## src/rtl/song_sequencer.sv

```systemverilog
// song_sequencer: RAM-programmed auto-play note sequencer paced by a beat tick.
// Optional macro SONG_SEQ_TRANSPOSE_EN adds a signed transpose input, sampled at each entry start.
module song_sequencer #(
  parameter int NOTE_W    = 4,
  parameter int DUR_W     = 4,
  parameter int DEPTH     = 64,
  parameter int ADDR_W    = 6,
  parameter int REST_CODE = 0,
  parameter int LED_W     = 8
) (
  input  logic              CLK,
  input  logic              RESET,
  input  logic              BEAT_TICK,
  input  logic              start,
  input  logic              stop,
  input  logic              pause,
  input  logic              loop_en,
  input  logic              staccato,
  input  logic              wr_en,
  input  logic [ADDR_W-1:0] wr_addr,
  input  logic [NOTE_W-1:0] wr_note,
  input  logic [DUR_W-1:0]  wr_dur,
`ifdef SONG_SEQ_TRANSPOSE_EN
  input  logic signed [3:0] transpose,
`endif
  output logic [NOTE_W-1:0] auto_note,
  output logic [LED_W-1:0]  Led,
  output logic              playing,
  output logic              done,
  output logic [ADDR_W-1:0] position
);
  typedef enum logic [1:0] {IDLE, PLAY, PAUSE} state_t;
  localparam logic [NOTE_W-1:0] REST = NOTE_W'(REST_CODE);
  state_t state_q, state_d;
  logic [NOTE_W-1:0] note_mem [DEPTH];
  logic [DUR_W-1:0]  dur_mem [DEPTH];
  logic [ADDR_W-1:0] pos_q, pos_d, nxt_pos, ld_addr;
  logic [DUR_W-1:0]  cnt_q, cnt_d, dur_q, dur_d, cnt_inc;
  logic [NOTE_W-1:0] note_q, note_d, auto_q, auto_d;
  logic [LED_W-1:0]  led_q, led_d;
  logic              done_q, done_d, song_end, load, clear;

  function automatic logic [NOTE_W-1:0] eff_note(input logic [NOTE_W-1:0] n);
`ifdef SONG_SEQ_TRANSPOSE_EN
    int v;
    v = int'(n) + int'(transpose);
    v = (v < 1) ? 1 : (v > (1 << NOTE_W) - 1) ? (1 << NOTE_W) - 1 : v;
    return (n == REST) ? REST : NOTE_W'(v);
`else
    return n;
`endif
  endfunction

  function automatic logic [LED_W-1:0] led_of(input logic [NOTE_W-1:0] n);
    logic [LED_W-1:0] l;
    l = '0;
    for (int k = 0; k < LED_W; k++) l[k] = (n != REST) && (int'(n) == k + 1);
    return l;
  endfunction

  assign auto_note = auto_q;
  assign Led       = led_q;
  assign playing   = state_q != IDLE;
  assign done      = done_q;
  assign position  = pos_q;

  // song RAM: writable only while idle, never cleared
  always_ff @(posedge CLK) begin
    if (wr_en && state_q == IDLE) begin
      note_mem[wr_addr] <= wr_note;
      dur_mem[wr_addr]  <= wr_dur;
    end
  end

  // control: stop > start > pause > beat tick, then entry load / clear and output shaping
  always_comb begin
    state_d = state_q;
    pos_d   = pos_q;
    cnt_d   = cnt_q;
    dur_d   = dur_q;
    note_d  = note_q;
    done_d  = 1'b0;
    load    = 1'b0;
    clear   = 1'b0;
    ld_addr = '0;
    cnt_inc = cnt_q + 1'b1;
    nxt_pos = pos_q + 1'b1;
    song_end = (pos_q == ADDR_W'(DEPTH - 1)) || (dur_mem[nxt_pos] == '0);
    if (stop) clear = state_q != IDLE;
    else if (start) begin
      load   = dur_mem[0] != '0;
      clear  = dur_mem[0] == '0;
      done_d = dur_mem[0] == '0;
    end else if (state_q == PLAY && pause) state_d = PAUSE;
    else if (state_q == PAUSE) state_d = pause ? PAUSE : PLAY;
    else if (state_q == PLAY && BEAT_TICK) begin
      cnt_d = cnt_inc;
      if (cnt_inc == dur_q) begin
        load    = !song_end || loop_en;
        ld_addr = song_end ? '0 : nxt_pos;
        clear   = song_end && !loop_en;
        done_d  = song_end && !loop_en;
      end
    end
    if (load) begin
      state_d = PLAY;
      pos_d   = ld_addr;
      cnt_d   = '0;
      dur_d   = dur_mem[ld_addr];
      note_d  = eff_note(note_mem[ld_addr]);
    end
    if (clear) begin
      state_d = IDLE;
      pos_d   = '0;
      cnt_d   = '0;
      dur_d   = '0;
      note_d  = REST;
    end
    led_d  = (state_d == PAUSE) ? led_q : led_of(note_d);
    auto_d = (state_d == PAUSE) ? auto_q :
             (state_d == PLAY && staccato && dur_d >= DUR_W'(2) && cnt_d == dur_d - 1'b1) ? REST : note_d;
  end

  // state and output registers
  always_ff @(posedge CLK) begin
    if (RESET) begin
      state_q <= IDLE;
      pos_q   <= '0;
      cnt_q   <= '0;
      dur_q   <= '0;
      note_q  <= REST;
      auto_q  <= REST;
      led_q   <= '0;
      done_q  <= 1'b0;
    end else begin
      state_q <= state_d;
      pos_q   <= pos_d;
      cnt_q   <= cnt_d;
      dur_q   <= dur_d;
      note_q  <= note_d;
      auto_q  <= auto_d;
      led_q   <= led_d;
      done_q  <= done_d;
    end
  end
endmodule

```

## config.mk

```make
export PLATFORM = sky130hd
export DESIGN_NAME = song_sequencer
export DESIGN_NICKNAME = d
export VERILOG_FILES = /design/src/rtl/song_sequencer.sv
export SDC_FILE = /design/constraint.sdc
export NUM_CORES = 1
export LEC_CHECK = 0
export BUFFER_PORTS_ARGS = -buffer_cell sky130_fd_sc_hd__buf_2
export CAP_MARGIN = 0
export CORE_UTILIZATION = 52
export CTS_CLUSTER_DIAMETER = 200
export CTS_CLUSTER_SIZE = 28
export DETAILED_ROUTE_END_ITERATION = 8
export GPL_TIMING_DRIVEN = 0
export PLACE_DENSITY = 0.66
export SETUP_SLACK_MARGIN = 0.2
export SKIP_CTS_REPAIR_TIMING = 1
export SLEW_MARGIN = 20
export SYNTH_ARGS = -nofsm -noshare
export SYNTH_HDL_FRONTEND = slang
export SYNTH_SLANG_ARGS = --single-unit
```

## constraint.sdc

```tcl
create_clock -name CLK -period 9.1 [get_ports CLK]
set_input_delay 0.91 -clock CLK [delete_from_list [all_inputs] [get_ports CLK]]
set_output_delay 0.91 -clock CLK [all_outputs]
set_load 0.005 [all_outputs]
```

### After elaboration in Yosys (flattened, before gate mapping)

Memories as Yosys holds them, arrays and structs flattened.
Cells that the tools add are included.

* register bits: 33
* output and inout port bits: 20
* bits in writable memories: 512
* memories kept: 2

Memories
* dur_mem: words 64, bits a word 4, rd ports 3, clocked after memory_dff 0, write ports 1, RTL line 36 `logic [DUR_W-1:0] dur_mem [DEPTH];`
* note_mem: words 64, bits a word 4, rd ports 1, clocked after memory_dff 0, write ports 1, RTL line 35 `logic [NOTE_W-1:0] note_mem [DEPTH];`

* order comparisons: 1
* reduce and logical (&&, ||, !) cells: 27
* eq/ne operators: 15
* muxes and demuxes: 40
* add/sub/neg operators: 3

Operators with widths (number)
* $mux W4: 12
* $mux W6: 7
* $eq A4 B4 Y1 const B: 5
* $logic_and A1 B1 Y1: 15
* $mux W1: 14
* $mux W2: 7
* $eq A4 B3 Y1 const B: 2
* $eq A4 B4 Y1: 2
* $logic_not A4 Y1: 2
* $reduce_bool A4 Y1: 2
* $add A6 B1 Y6 const B: 1
* $eq A6 B6 Y1 const B: 1
* $add A4 B1 Y4 const B: 1
* $eq A2 B1 Y1 const B: 2
* $eq A2 B2 Y1 const B: 2
* $eq A4 B2 Y1 const B: 1
* $ge A4 B2 Y1 const B: 1
* $reduce_or A2 Y1: 2
* $sub A4 B1 Y4 const B: 1
* $logic_not A1 Y1: 2
* $logic_not A2 Y1: 1
* $logic_or A1 B1 Y1: 2
* $reduce_bool A2 Y1: 1

### Depth between registers and ports, before layout

Gate-level depths: netlist (run 1).
An unclocked memory read counts as a cell.

* word-level depth: 19
* depth in mapped cells: 24
* mapped depth without buffers: 18

### Worst setup path after synthesis (run 1)

Ideal clock, no wire load.

* path type: reg-to-reg
* start: reg pos_q[1], in the netlist position[1]
* end: reg auto_q[3], in the netlist auto_note[3]
* setup slack: 4.347 ns
* path buffers: 5
* required time: 8.983 ns
* stages on the path, launching flop included: 24
* data arrival time: 4.636 ns
* period minus slack after synthesis: 4.753 ns
* cells stage by stage: dfxtp_1 > ha_1 > buf_4 > buf_6 > nor4_1 > a21oi_1 > a21oi_1 > o22ai_1 > or4_1 > buf_2 > and4_1 > buf_4 > buf_6 > nand2_2 > a2111oi_0 > or4_1 > o21ai_1 > nand3_1 > ha_1 > xnor2_1 > and4b_1 > nor4_1 > o21ai_1 > a32o_1

* longest elaborated chain between the ends: 19
* elaborated cells between the ends (all ways): 45
* those cells by class: add/sub (2); order compare (1); eq/ne (4); mux (28); reduce/logical (8); memory (2)

RTL lines
* start, declared: RTL line 37 `logic [ADDR_W-1:0] pos_q, pos_d, nxt_pos, ld_addr;`
* start signal, assigned: RTL line 137 `pos_q <= pos_d;`
* branches (longest 19 deep; another with $add A6 B1 Y6)
* end signal, assigned: RTL line 141 `auto_q <= auto_d;`
* end, declared: RTL line 39 `logic [NOTE_W-1:0] note_q, note_d, auto_q, auto_d;`

Several ways; the timed one is not identified.
A chain may end at the register's enable or synchronous reset.

### Final worst setup path (run 1)

* start: reg pos_q[1], in the netlist position[1]
* end: reg auto_q[2], in the netlist auto_note[2]

The elaborated chain is that of the path after synthesis.

==> results of run 1 <==
flip-flops by register name, indices dropped and copies added (netlist names), 2 cells and up:
register   flops
state_q        2
Led            8
position       6
dur_q          4
dur_mem      256
cnt_q          4
note_mem     256
auto_note      4
note_q         4
final timing paths:
kind	depth (start not counted)	to	start
worst min-delay path	2	Led[1]	Led[1]
worst max-delay path	22	auto_note[2]	position[1]
worst min register to register	2	Led[1]	Led[1]
worst max register to register	22	auto_note[2]	position[1]
critical path, stage by stage (launching register included):
cell and delay (ns):
dfxtp_1 0.42, ha_1 0.31, buf_4 0.23, buf_6 0.26, clkbuf_1 0.83, o211ai_1 0.19
a21oi_1 0.30, o41ai_2 0.20, o211ai_4 0.38, nand4_1 0.24, buf_2 0.30, nor2_2 0.71
clkbuf_1 0.95, nand2_1 0.11, o211ai_1 0.30, o211ai_1 0.25, o311ai_1 0.32, ha_1 0.29
xnor2_1 0.18, xor2_1 0.11, nor4_1 0.29, o21ai_1 0.23, a32o_1 0.31
metrics by stage:
stage	utilization (%)	cells	worst slack, ns	cell area (um^2)	power, W
finish	56.51	2443	1.220	25700	0.004138
global route	56.51	2443	1.264	25700	0.004203
CTS	56.45	2443	1.581	25670	0.004118
detailed placement	55.01	2402	1.645	25020	0.002940
global placement	54.84	2398	0.2755	24940	0.002938
floorplan	-	1759	4.347	24000	0.002859
final cells by class:
| class | count | share of cell area [%] |
|---|---|---|
| multi-input cells | 1095 | 28.85 |
| inverters | 15 | 0.2191 |
| repair buffers | 43 | 0.9591 |
| clock buffers | 40 | 2.488 |
| well taps | 600 | 2.921 |
| flip-flops and latches | 545 | 62.40 |
| plain buffers | 104 | 2.108 |
| clock inverters | 1 | 0.06329 |
cells in the mapped netlist (all sizes together) (11+ instances only):
cell type and number:
a211oi 20, a21oi 77, a221oi 17, and3 14
buf 63, clkbuf 41, dfxtp 33, edfxtp 512
inv 15, mux2 39, mux2i 83, mux4 32
nand2 150, nand3 79, nor2 151, nor2b 16
nor3 58, nor4 48, o211ai 20, o21ai 70
or3 11, xnor2 11
kinds of logic (layout without fill, tap and decap cells):
family / after synthesis / in the layout
multiplexers: 154 / 154
AO/OA/AOI/OAI: 332 / 332
adder cells (fa/ha/maj): 4 / 4
XOR/XNOR: 19 / 19
AND/OR/NAND/NOR: 586 / 586
flip-flops: 545 / 545
buffers and inverters: 119 / 203
routing by layer:
metal | share of wire [%] | vias to the layer above | GRT usage (%) | wire (um)
met5 | 0 | - | 0 | 0
met4 | 5.2 | 0 | 18.24 | 5065
met3 | 14 | 275 | 12.06 | 13410
met2 | 43 | 1494 | 61.13 | 41780
met1 | 38 | 8798 | 56.04 | 36410
li1 | - | 7035 | - | -
power by group through the flow:
stage / registers, W / clock network (W) / logic (W)
after global routing: 0.00276 / 0.00131 / 0.000138
after detailed placement: 0.00281 / 0 / 0.000127
final: 0.00276 / 0.00125 / 0.000133
after CTS: 0.00276 / 0.00123 / 0.000127
after floorplan: 0.00281 / 0 / 0.0000482
after global placement: 0.00281 / 0 / 0.000124
==> impl_metrics.csv, run 1 <==
group,metric,value,unit
route,drt-pass1-iter-count,7,
route,final_antenna_net_count,0,
global_routing,grt_pass1_vias,16405,
min_path,hold_path_class,"flop to flop",
global_routing,grt_overflow_total,0,
place,portBuffers,39,
setup_path,r2r_setup_slack,1.22,ns
clocking,cts_root_buffer,"clkbuf_16",
sta,setup_tns,0,ns
synth,synth-simple-area-share,11.96,%
sta,skew,0.02998,ns
synth,ys_seq_elements,545,
place,hpwlAfterDp,67480,um
power_and_ir_drop,peakVddDrop,0.1630,mV
finish,antennaDiodeCount,0,
route,routedWlPerCell,39.57,um
synth,synthXorXnorAreaFrac,0.7248,%
synth,synth_compound_area_share,9.526,%
power_and_ir_drop,p_sw_share,21.04,%
synth,synthTopCellsByArea,"edfxtp_1 (64%), mux2i_1 (3.5%), mux4_2 (3.0%)",
setup_path,arrival,8.38,ns
setup_path,cp-start-kind,"flop",
global_routing,grt_max_degree,65,
floorplanning,ioPinCount,43,
global_routing,grt_pass1_wl,130900,um
sta,setup_viol,0,
power_and_ir_drop,combPwrFrac,3.2,%
synth,synthAdderAreaFrac,0.2086,%
power_and_ir_drop,powerDensity,161.0,mW/mm^2
floorplanning,die_h,216.8,um
sta,slew_headroom,14.86,%
finish,final_nets,1854,
synth,synth_area,0.02400,mm^2
sta,worst_pin_slew,1.267,ns
clocking,clk_latency,0.61,ns
route,drc_errors,0,
power_and_ir_drop,power_switching,0.0008705,W
setup_path,critPathMaxFanout,10,
synth,synthCells,1759,
clocking,cts.htree.levels,1,
power_and_ir_drop,clkPwrFrac,30.2,%
synth,synth_edf_count,512,
synth,yosysTopAreaCell,"edfxtp_1",
synth,synthMuxAreaShare,8.296,%
sta,finalHoldViolCount,0,
power_and_ir_drop,power.internal,0.003267,W
sta,max_clock_freq,0.1269,GHz
setup_path,required,9.60,ns
floorplanning,initial_core_util,52.76,%
sta,grt_setup_unrepaired,"no",
power_and_ir_drop,p_seq_share,66.6,%
synth,ys.flop_type,"edfxtp_1",
finish,most-common-layout-cells,"edfxtp_1 (512), nand2_1 (147), nor2_1 (145), mux2i_1 (83)",
finish,final_common_cell,"edfxtp_1",
floorplanning,dieArea,0.04701,mm^2
route,vias,17602,
synth,avgSynthCellArea,13.64,um^2
clocking,ctsLongestPathBuffers,3,
synth,syn-num-nets,1786,
finish,nFillCells,3711,
job,cap_viol_max_count,0,
clocking,cts_tree,"yes",
synth,yosys.cell_types.count,87,
clocking,clkSinkCount,545,
sta,fin_crit_sh,86.60,%
finish,area_growth,7.096,%
synth,synthArstFlopShare,0,%
setup_path,end_kind,"flop",
route,routed_wl,96670,um
global_routing,track_usage,41.06,%
sta,period_minus_slack,7.880,ns
route,drt_iter0_markers,2989,
sta,slew_violations,0,
status,outcome,"complete, no violations",
floorplanning,rows,78,
synth,yosys_warnings,0,
finish,seq_area,0.01604,mm^2
finish,layout-drive-gt1-share,12.32,%
global_routing,antenna_found_initial,1,
place,globalplace.congestion,1.045,
synth,synth_top_family_by_area,"simple AND/OR/NAND/NOR gates",
power_and_ir_drop,p_leak,7.945,nW
route,viasPerCell,7.205,
sta,hold_slack,0.4598,ns
synth,synth_largest_type_area_fraction,64.07,%
clocking,numCtsBuffers,23,
finish,multiInputGateArea,0.007413,mm^2
floorplanning,die_w,216.8,um
floorplanning,core_area,0.04548,mm^2
setup_path,worst-setup-path-type,"flop to flop",
synth,yosysSeqAreaShare,66.82,%
clocking,cts.reportedPaths.clkPinSlew,0.12,ns
(Power assumes the default switching activity.)
==> run 2, diff against run 1 <==
--- a/config.mk
+++ b/config.mk
@@ -5,6 +5,8 @@
 export SDC_FILE = /design/constraint.sdc
 export NUM_CORES = 1
 export LEC_CHECK = 0
+export ABC_AREA = 1
+export ABC_CLOCK_PERIOD_IN_PS = 9100
 export BUFFER_PORTS_ARGS = -buffer_cell sky130_fd_sc_hd__buf_2
 export CAP_MARGIN = 0
 export CORE_UTILIZATION = 52
==> impl_metrics.csv, run 2 <==
group,metric,value,unit
setup_path,r2r_start,"position[1]",
route,routed_wl,94490,um
synth,yosysMostFrequentCell,"nand2_1",
floorplanning,dieArea,0.04960,mm^2
clocking,cts.htree.levels,1,
synth,avgSynthCellArea,9.758,um^2
sta,period_minus_slack,6.339,ns
min_path,min_from,"Led[5]",
sta,slew_headroom,16.16,%
job,cap_viol_max_count,0,
power_and_ir_drop,powerDensity,154.0,mW/mm^2
global_routing,antenna_found_initial,2,
sta,worst_pin_slew,1.253,ns
setup_path,r2r_setup_slack,2.76,ns
synth,synth_edf_count,512,
clocking,cts.reportedPaths.clkPinSlew,0.12,ns
synth,synthTopCellsByArea,"edfxtp_1 (61%), nand2_1 (9.8%), nand3_1 (8.2%)",
synth,synth_area,0.02533,mm^2
place,post-place-ws,3.064,ns
floorplanning,ioPinCount,43,
power_and_ir_drop,p_leak,10.43,nW
synth,ys_seq_elements,545,
finish,final_area,0.02711,mm^2
route,drt_iter0_markers,3314,
finish,most-common-layout-cells,"nand2_1 (659), edfxtp_1 (512), nand3_1 (415), nor2_1 (246), inv_1 (236)",
setup_path,critPathMaxFanout,10,
floorplanning,rows,80,
setup_path,required,9.59,ns
sta,grt_setup_unrepaired,"no",
route,final_antenna_net_count,0,
synth,yosysTopAreaCell,"edfxtp_1",
finish,seq_area,0.01604,mm^2
global_routing,grt_overflow_total,0,
setup_path,worst_r2r_path_depth,32,
place,hpwlAfterDp,63410,um
min_path,holdPathEnd,"Led[5]",
floorplanning,initial_core_util,52.94,%
global_routing,track_usage,38.06,%
finish,area_growth,7.044,%
route,drt-pass1-iter-count,6,
place,portBuffers,41,
setup_path,cp_common_cell,"nand2_1",
place,globalplace.congestion,1.007,
sta,slew_violations,0,
setup_path,cp-start-kind,"flop",
setup_path,worst-setup-path-type,"flop to flop",
sta,hold_slack,0.4743,ns
synth,yosys_warnings,0,
finish,antennaDiodeCount,0,
sta,setup_viol,0,
sta,setup_tns,0,ns
synth,yosysSeqAreaShare,63.30,%
clocking,clk_latency,0.62,ns
finish,layout-drive-gt1-share,9.060,%
global_routing,grt_max_degree,65,
synth,synth_common_cells,"nand2_1 (659), edfxtp_1 (512), nand3_1 (415), nor2_1 (277), inv_1 (236)",
clocking,numCtsBuffers,23,
status,outcome,"complete, no violations",
power_and_ir_drop,p_total,0.004176,W
route,routedWlPerCell,28.66,um
floorplanning,die_h,222.7,um
synth,ys.flop_type,"edfxtp_1",
route,drc_errors,0,
clocking,ctsLongestPathBuffers,3,
synth,synthCells,2596,
floorplanning,core_area,0.04785,mm^2
route,viasPerCell,6.238,
place,dpl_cell_area,0.02639,mm^2
sta,max_clock_freq,0.1578,GHz
setup_path,critPathMaxStageDelay,0.51,ns
synth,synthArstFlopShare,0,%
clocking,cts_tree,"yes",
route,vias,20567,
synth,syn-num-nets,2623,
synth,synth_largest_type_area_fraction,60.70,%
power_and_ir_drop,peakVddDrop,0.1680,mV
min_path,hold_path_class,"flop to flop",
floorplanning,die_w,222.7,um
finish,nFillCells,4175,
global_routing,grt_pass1_wl,132700,um
setup_path,end_kind,"flop",
setup_path,arrival,6.83,ns
sta,setup_slack,2.761,ns
setup_path,r2r_end,"auto_note[0]",
global_routing,grt_pass1_vias,19422,
clocking,clkSinkCount,545,
sta,finalHoldViolCount,0,
sta,skew,0.03430,ns
sta,fin_crit_sh,69.66,%
finish,final_common_cell,"nand2_1",
min_path,min_path_cells,2,
clocking,cts_root_buffer,"clkbuf_16",
finish,final_nets,2692,
synth,yosys.cell_types.count,48,
setup_path,cpMaxStageDelayCell,"dfxtp_1",
finish,multiInputGateArea,0.007660,mm^2
run 2: changes by cell type after synthesis, sizes merged, moves of 46 or more:
cell and change:
nand2 +512, o21ai +73, nor4 -48, nor3 -46, mux2i -82, nand3 +342, nor2 +131, inv +233
run 2: metrics by stage:
step / std cells / util [%]
finish: 3297 / 56.67
global placement: 3252 / 54.98
floorplan: 2596 / -
CTS: 3297 / 56.58
detailed placement: 3255 / 55.16
global route: 3297 / 56.67
run 2: layout make-up:
class,instances,share of cell area (%)
Sequential cell,545,59.14
Buffer,134,2.866
Clock inverter,2,0.1338
Clock buffer,40,2.358
Inverter,250,3.470
Timing Repair Buffer,44,0.9460
Multi-Input combinational cell,1667,28.25
Tap cell,615,2.838
run 2: worst max path at each step:
stage                     start           end  slack (ns)  depth (start not counted)
global placement    position[1]  auto_note[2]        3.06                         32
floorplan                 start  auto_note[3]        5.11                         28
finish              position[1]  auto_note[0]        2.76                         32
CTS                 position[1]  auto_note[0]        3.04                         32
detailed placement  position[1]  auto_note[3]        3.06                         32
global route        position[1]  auto_note[3]        2.67                         32
run 2: power breakdown:
group          leakage [nW]  switching [W]  internal (W)
registers              4.87     0.00000498       0.00275
logic                  5.24       0.000106     0.0000273
clock network         0.321       0.000792      0.000495
total                  10.4       0.000903       0.00327
run 2: logic make-up after synthesis:
logic type / Yosys count / share of synthesized area, %
DFF: 545 / 63.30
xor gates and xnor gates: 12 / 0.5483
and+or+nand+nor: 1406 / 23.84
buffers and inverters: 384 / 6.782
adders and majority gates: 4 / 0.1976
muxes: 1 / 0.03952
AOI/OAI and AO/OA: 244 / 5.290
run 2: layer usage:
metal	track usage, %	vias up	share of wire (%)
li1	-	8911	-
met1	48.95	9711	36
met2	59.29	1580	44
met3	8.715	363	12
met4	22.16	2	7.0
met5	0	-	0.015
run 2: critical path, delay by kind of cell, from the launching register on:
family / cells / cell delay [ns]
flops: 1 / 0.51
compound gates: 3 / 0.30
fa+ha+maj: 2 / 0.61
buf+inv: 5 / 1.43
simple gates: 22 / 3.32
